`src/rtl/d_tree.sv`:
```
// d_tree: fixed depth-4 binary decision-tree classifier, 30 x 10-bit features -> 5-bit label.
// Optional input register stage enabled by defining DTREE_INPUT_REG_EN (latency 2 instead of 1).
module d_tree (
    input  logic       clk,
    input  logic       rst,
    input  logic [9:0] in0,
    input  logic [9:0] in1,
    input  logic [9:0] in2,
    input  logic [9:0] in3,
    input  logic [9:0] in4,
    input  logic [9:0] in5,
    input  logic [9:0] in6,
    input  logic [9:0] in7,
    input  logic [9:0] in8,
    input  logic [9:0] in9,
    input  logic [9:0] in10,
    input  logic [9:0] in11,
    input  logic [9:0] in12,
    input  logic [9:0] in13,
    input  logic [9:0] in14,
    input  logic [9:0] in15,
    input  logic [9:0] in16,
    input  logic [9:0] in17,
    input  logic [9:0] in18,
    input  logic [9:0] in19,
    input  logic [9:0] in20,
    input  logic [9:0] in21,
    input  logic [9:0] in22,
    input  logic [9:0] in23,
    input  logic [9:0] in24,
    input  logic [9:0] in25,
    input  logic [9:0] in26,
    input  logic [9:0] in27,
    input  logic [9:0] in28,
    input  logic [9:0] in29,
    output logic [4:0] out0
);

    logic [29:0][9:0] feat_d;
    logic [29:0][9:0] feat;

    assign feat_d = {in29, in28, in27, in26, in25, in24, in23, in22, in21, in20,
                     in19, in18, in17, in16, in15, in14, in13, in12, in11, in10,
                     in9,  in8,  in7,  in6,  in5,  in4,  in3,  in2,  in1,  in0};

`ifdef DTREE_INPUT_REG_EN
    logic [29:0][9:0] feat_q;

    // NOTE: reset is synchronous, so it lives inside the clocked branch rather than the sensitivity list.
    always_ff @(posedge clk) begin
        if (rst) begin
            feat_q <= '0;
        end else begin
            feat_q <= feat_d;
        end
    end

    assign feat = feat_q;
`else
    assign feat = feat_d;
`endif

    // Features off every path are tied into a reduction so they are visibly consumed.
    logic unused_feat;
    assign unused_feat = ^{feat[6:1], feat[13:9], feat[20:18], feat[29]};

    // Every node compares in parallel; node n = 2^L - 1 + p in breadth-first order.
    logic [14:0] node_dec;

    for (genvar l = 0; l < 4; l++) begin : g_lvl
        for (genvar p = 0; p < (1 << l); p++) begin : g_node
            localparam int         F = 7 * l + p;
            localparam logic [9:0] T = 10'(128 * (l + 1) + 32 * p);
            assign node_dec[(1 << l) - 1 + p] = (feat[F] >= T);
        end
    end

    logic [1:0] dec1;
    logic [3:0] dec2;
    logic [7:0] dec3;

    assign dec1 = node_dec[2:1];
    assign dec2 = node_dec[6:3];
    assign dec3 = node_dec[14:7];

    // Each level's taken prefix selects the decision of the next level.
    logic b3, b2, b1, b0;
    logic [3:0] path;

    assign b3   = node_dec[0];
    assign b2   = dec1[b3];
    assign b1   = dec2[{b3, b2}];
    assign b0   = dec3[{b3, b2, b1}];
    assign path = {b3, b2, b1, b0};

    logic [4:0] out0_d;
    logic [4:0] out0_q;

    always_comb begin
        out0_d = {1'b0, path} + 5'd1;
    end

    // NOTE: sequential state uses non-blocking assignments so every flop samples pre-edge values.
    always_ff @(posedge clk) begin
        if (rst) begin
            out0_q <= '0;
        end else begin
            out0_q <= out0_d;
        end
    end

    assign out0 = out0_q;

endmodule

```
`config.mk`:
```
export PLATFORM = sky130hd
export DESIGN_NAME = d_tree
export DESIGN_NICKNAME = d
export VERILOG_FILES = /design/src/rtl/d_tree.sv
export SDC_FILE = /design/constraint.sdc
export NUM_CORES = 1
export LEC_CHECK = 0
export CAP_MARGIN = 20
export CORE_AREA = 3 3 117 119
export CTS_BUF_LIST = sky130_fd_sc_hd__clkbuf_16
export CTS_CLUSTER_DIAMETER = 150
export CTS_CLUSTER_SIZE = 24
export DETAILED_ROUTE_END_ITERATION = 6
export DIE_AREA = 0 0 120 122
export GPL_TIMING_DRIVEN = 0
export MAX_ROUTING_LAYER = met4
export PLACE_DENSITY = 0.51
export SYNTH_ARGS = -nofsm -noshare
export SYNTH_HDL_FRONTEND = slang
export SYNTH_SLANG_ARGS = --single-unit
```
`constraint.sdc`:
```
create_clock -name clk -period 2.68 [get_ports clk]
set_input_delay 0.67 -clock clk [delete_from_list [all_inputs] [get_ports clk]]
set_output_delay 0.67 -clock clk [all_outputs]
set_load 0.03 [all_outputs]
```
# Word level (Yosys, flattened, before mapping)
# Cells that the tools add are included.
# classes
addsub	1
magnitude_cmp	18
n_mux	6
# op_table
cell	count
$ge A10 B10 Y1 const B	8
$ge A10 B9 Y1 const B	6
$ge A10 B8 Y1 const B	1
$add A4 B1 Y5 const B	1
$lt A3 B4 Y1 const B	1
$mux W1	4
$bmux W1 S3	1
$lt A2 B3 Y1 const B	1
$bmux W1 S2	1
$lt A1 B2 Y1 const B	1
# totals
ff_bits	5
inputBits	302
wordCells	26

# Logic depth before layout (Yosys ltp)
# logic_depth
word_depth	8
mapped_depth	8
mapped_depth_nobuf	8

# Worst setup path before layout
# No wires, ideal clock.
# synth_path
kind	input -> register
startpoint	in in8[6]
endpoint	reg out0_q[4] (netlist: out0[4])
setup_time_ns	0.096
arrival_ns	2.218
setup_slack_ns	0.366
path_stages	6
path_buffers	0
path_cell_list	or3_1 -> a21oi_1 -> mux2_2 -> a21oi_1 -> ha_1 -> nor4b_1
# synth_via
elab_chain_len	8
# synth_lines
element	line	text
start: declaration	14	input logic [9:0] in8,
$ge A10 B9 Y1 *	74	assign node_dec[(1 << l) - 1 + p] = (feat[F] >= T);
$mux W1 (not written as such) * (2 in a row)	91	assign b2 = dec1[b3];
$bmux W1 S2	92	assign b1 = dec2[{b3, b2}];
$mux W1 (not written as such)	92	
$bmux W1 S3	93	assign b0 = dec3[{b3, b2, b1}];
$mux W1 (not written as such)	93	
$add A4 B1 Y5 *	100	out0_d = {1'b0, path} + 5'd1;
end signal: assignment	108	out0_q <= out0_d;
end: declaration	97	logic [4:0] out0_q;
# Mark *: on every way between the ends. The rest lies on a longest branch, timed or not. The select of a mux whose other input is x is not followed.
# A chain may end at the register's enable or synchronous reset.

# Worst setup path in the final report
# Ends and elaborated chain as after synthesis.

==> flow_summary.toml <==
[critical_path]
critical_path.endpoint_type = "register"
setup.worst_path.class = "input port to register"
required_ps = 2800
setup.worst_path.start_class = "input port"
crit_arrival_ps = 2690
path_max_fanout = 6

[final_layout]
fillerInstances = 1474
final_nets = 426
synthToLayoutAreaGrowth_pct = 228
largest_register_ffs = 5
diodes = 0
utilization_pct = 11.3
layout.cells.most_common = "clkdlybuf4s50_1"
most-common-layout-cells = "62 x clkdlybuf4s50_1, 5 x nor2_1, 5 x dfxtp_1"
drive_above_1_share_pct = 9.84

[pwr]
power-per-cell-area_nw_per_um2 = 351
worst_ir_drop_vdd_mv = 0.185
power_leakage_nw = 0.474

[yosys]
cells_after_synthesis = 53
synth-warning-count = 0
ys_types = 29
mappedNetlistNets = 356
post_synth_main_area_contributors = "dfxtp_1 23%, a211oi_1 6.9%, a2111oi_4 6.3%"
synth_top_cell_area_share_pct = 23.0
synthesis.area_um2 = 435
ys_ff_latch = 5
syn-mean-instance-area_um2 = 8.22
synth_top_area_cell = "dfxtp_1"
sequential_element_share_of_the_synthesized_area_pct = 23.0

[floorplanning]
initial_core_util_pct = 3.44
die_width_um = 120
ioPinCount = 307
std_cell_rows = 41
design.core.area_um2 = 12700
floorplan.die.height_um = 122
die_area_um2 = 14600

[timing]
worst-slew-pin-transition_ps = 382
final_max_slew_viol_count = 0
relSlewSlack_pct = 74.2
timing.hold.ws_ps = 1080
timing_hold_violations_final = 0
layout_worst_path_cycle_share_pct = 95.9
finalSetupViolations = 0
max_freq_ghz = 0.389
fin_crit_ps = 2570
grt_setup_unrepaired = "no"

[clock_tree]
clk_root_buffer_cell = "clkbuf_16"
cts_hold_repair.buffers = 0
post_cts.repair.setup_buffers = 0
clock_pin_slew_reported_for_the_worst_setup_and_hold_paths_after_clock_tree_synthesis_ps = 30
tritoncts_clock_tree = "yes"
h-tree-depth = 1
cts-buffers-inserted = 3
maximum_root_to_sink_buffer_count = 2
clkSinkCount = 5

[grt]
first_pass_grt_wire_length_mm = 3.57
number_of_global_route_vias_before_repair = 738
initial_antenna_violation_count = 0
grt_overflow = 0
grt_start_max_net_pins = 8
track_usage_pct = 3.47

[flow_run]
maxCapViolCount = 0

[placement]
numPortBuffers = 65
detailed_place_hpwl_mm = 2.36
place_congestion = 0.624

[route]
routedWlPerCell_um = 8.48
totalWireLength_mm = 2.49
drt_drc_violations_left = 0
ant_nets = 0
avgViaCountPerCell = 2.38
vias = 699
drt-initial-drc-count = 3
drt_pass1_iterations = 2

[min_path]
classification_of_the_worst_slack_hold_path = "input port to register"

[run_status]
status = "complete, no violations"
cell families after synthesis:
kind of cell | Yosys count | synth area share, %
AOI/OAI and AO/OA | 21 | 40.8
and+or+nand+nor | 20 | 23.9
xor gates and xnor gates | 1 | 2.01
muxes | 2 | 4.88
adders and majority gates | 1 | 2.87
DFF | 5 | 23.0
buffers and inverters | 3 | 2.59
repair_timing:
action	in CTS	in global routing
pin swaps	1	3
gates resized for setup	3	7
hold endpoints to repair	0	0
setup endpoints to repair	3	3
path summary, 6_finish.rpt:
path	startpoint	end	slack, ps	depth (start not counted)
max	in8[6]	out0[4]$_SDFF_PP0_	110	7
min	in7[8]	out0[3]$_SDFF_PP0_	1080	4
where the power goes:
group	switching, mW	total (mW)	internal [mW]
sequential	0.00209	0.0847	0.0826
combinational	0.0650	0.179	0.114
clock	0.0452	0.238	0.193
total	0.112	0.502	0.389
layer usage:
layer / vias up / routed length [µm] / track usage [%] / part of all wire, %
li1: 348 / - / - / -
met5: - / 0 / - / 0
met4: 0 / 0 / 0.215 / 0
met3: 0 / 382 / 2.69 / 15
met2: 54 / 1070 / 5.27 / 43
met1: 297 / 1040 / 3.77 / 42
Yosys cell counts:
cell type  instances
o41a_1             1
o211ai_2           1
ha_1               1
inv_1              2
nor4b_1            1
or3_1              4
a31oi_1            2
o21ai_0            1
a2111oi_4          1
a41oi_1            1
clkbuf_1           1
a21oi_1            5
nor3_1             4
nand3_1            1
xnor2_1            1
a211oi_1           4
mux2_2             1
o211ai_1           1
mux2i_1            1
a311oi_1           1
nand2_1            2
a21o_1             1
nor2b_1            1
o31a_1             1
dfxtp_1            5
or2_1              1
nor4_1             1
a31oi_2            1
nor2_1             5
through the flow:
stage	instances	power [mW]	setup slack (ps)	TNS, ps	cell area [µm²]
after global routing	294	0.528	6.68	0	1430
final	294	0.502	111	0	1430
after global placement	290	0.260	-275	-757	1300
after CTS	294	0.507	6.56	0	1390
after floorplan	53	0.139	366	0	435
after detailed placement	290	0.261	-306	-836	1300
worst max-delay path, stage by stage:
cell             delay, ps
clkdlybuf4s50_1        390
or3_1                  380
a21oi_2                290
mux2_2                 380
a21oi_1                150
ha_1                   190
nor4b_1                230
final cells by class:
type	instances	area [µm²]	share of cell area (%)
clock inverter	1	3.75	0.263
timing repair buffer	65	658	46.1
buffer	1	3.75	0.263
sequential	5	100	7.01
multi-input combinational	45	365	25.6
tap	172	215	15.1
inverter	2	7.51	0.525
clock buffer	3	75.1	5.25
(Power assumes the default switching activity.)
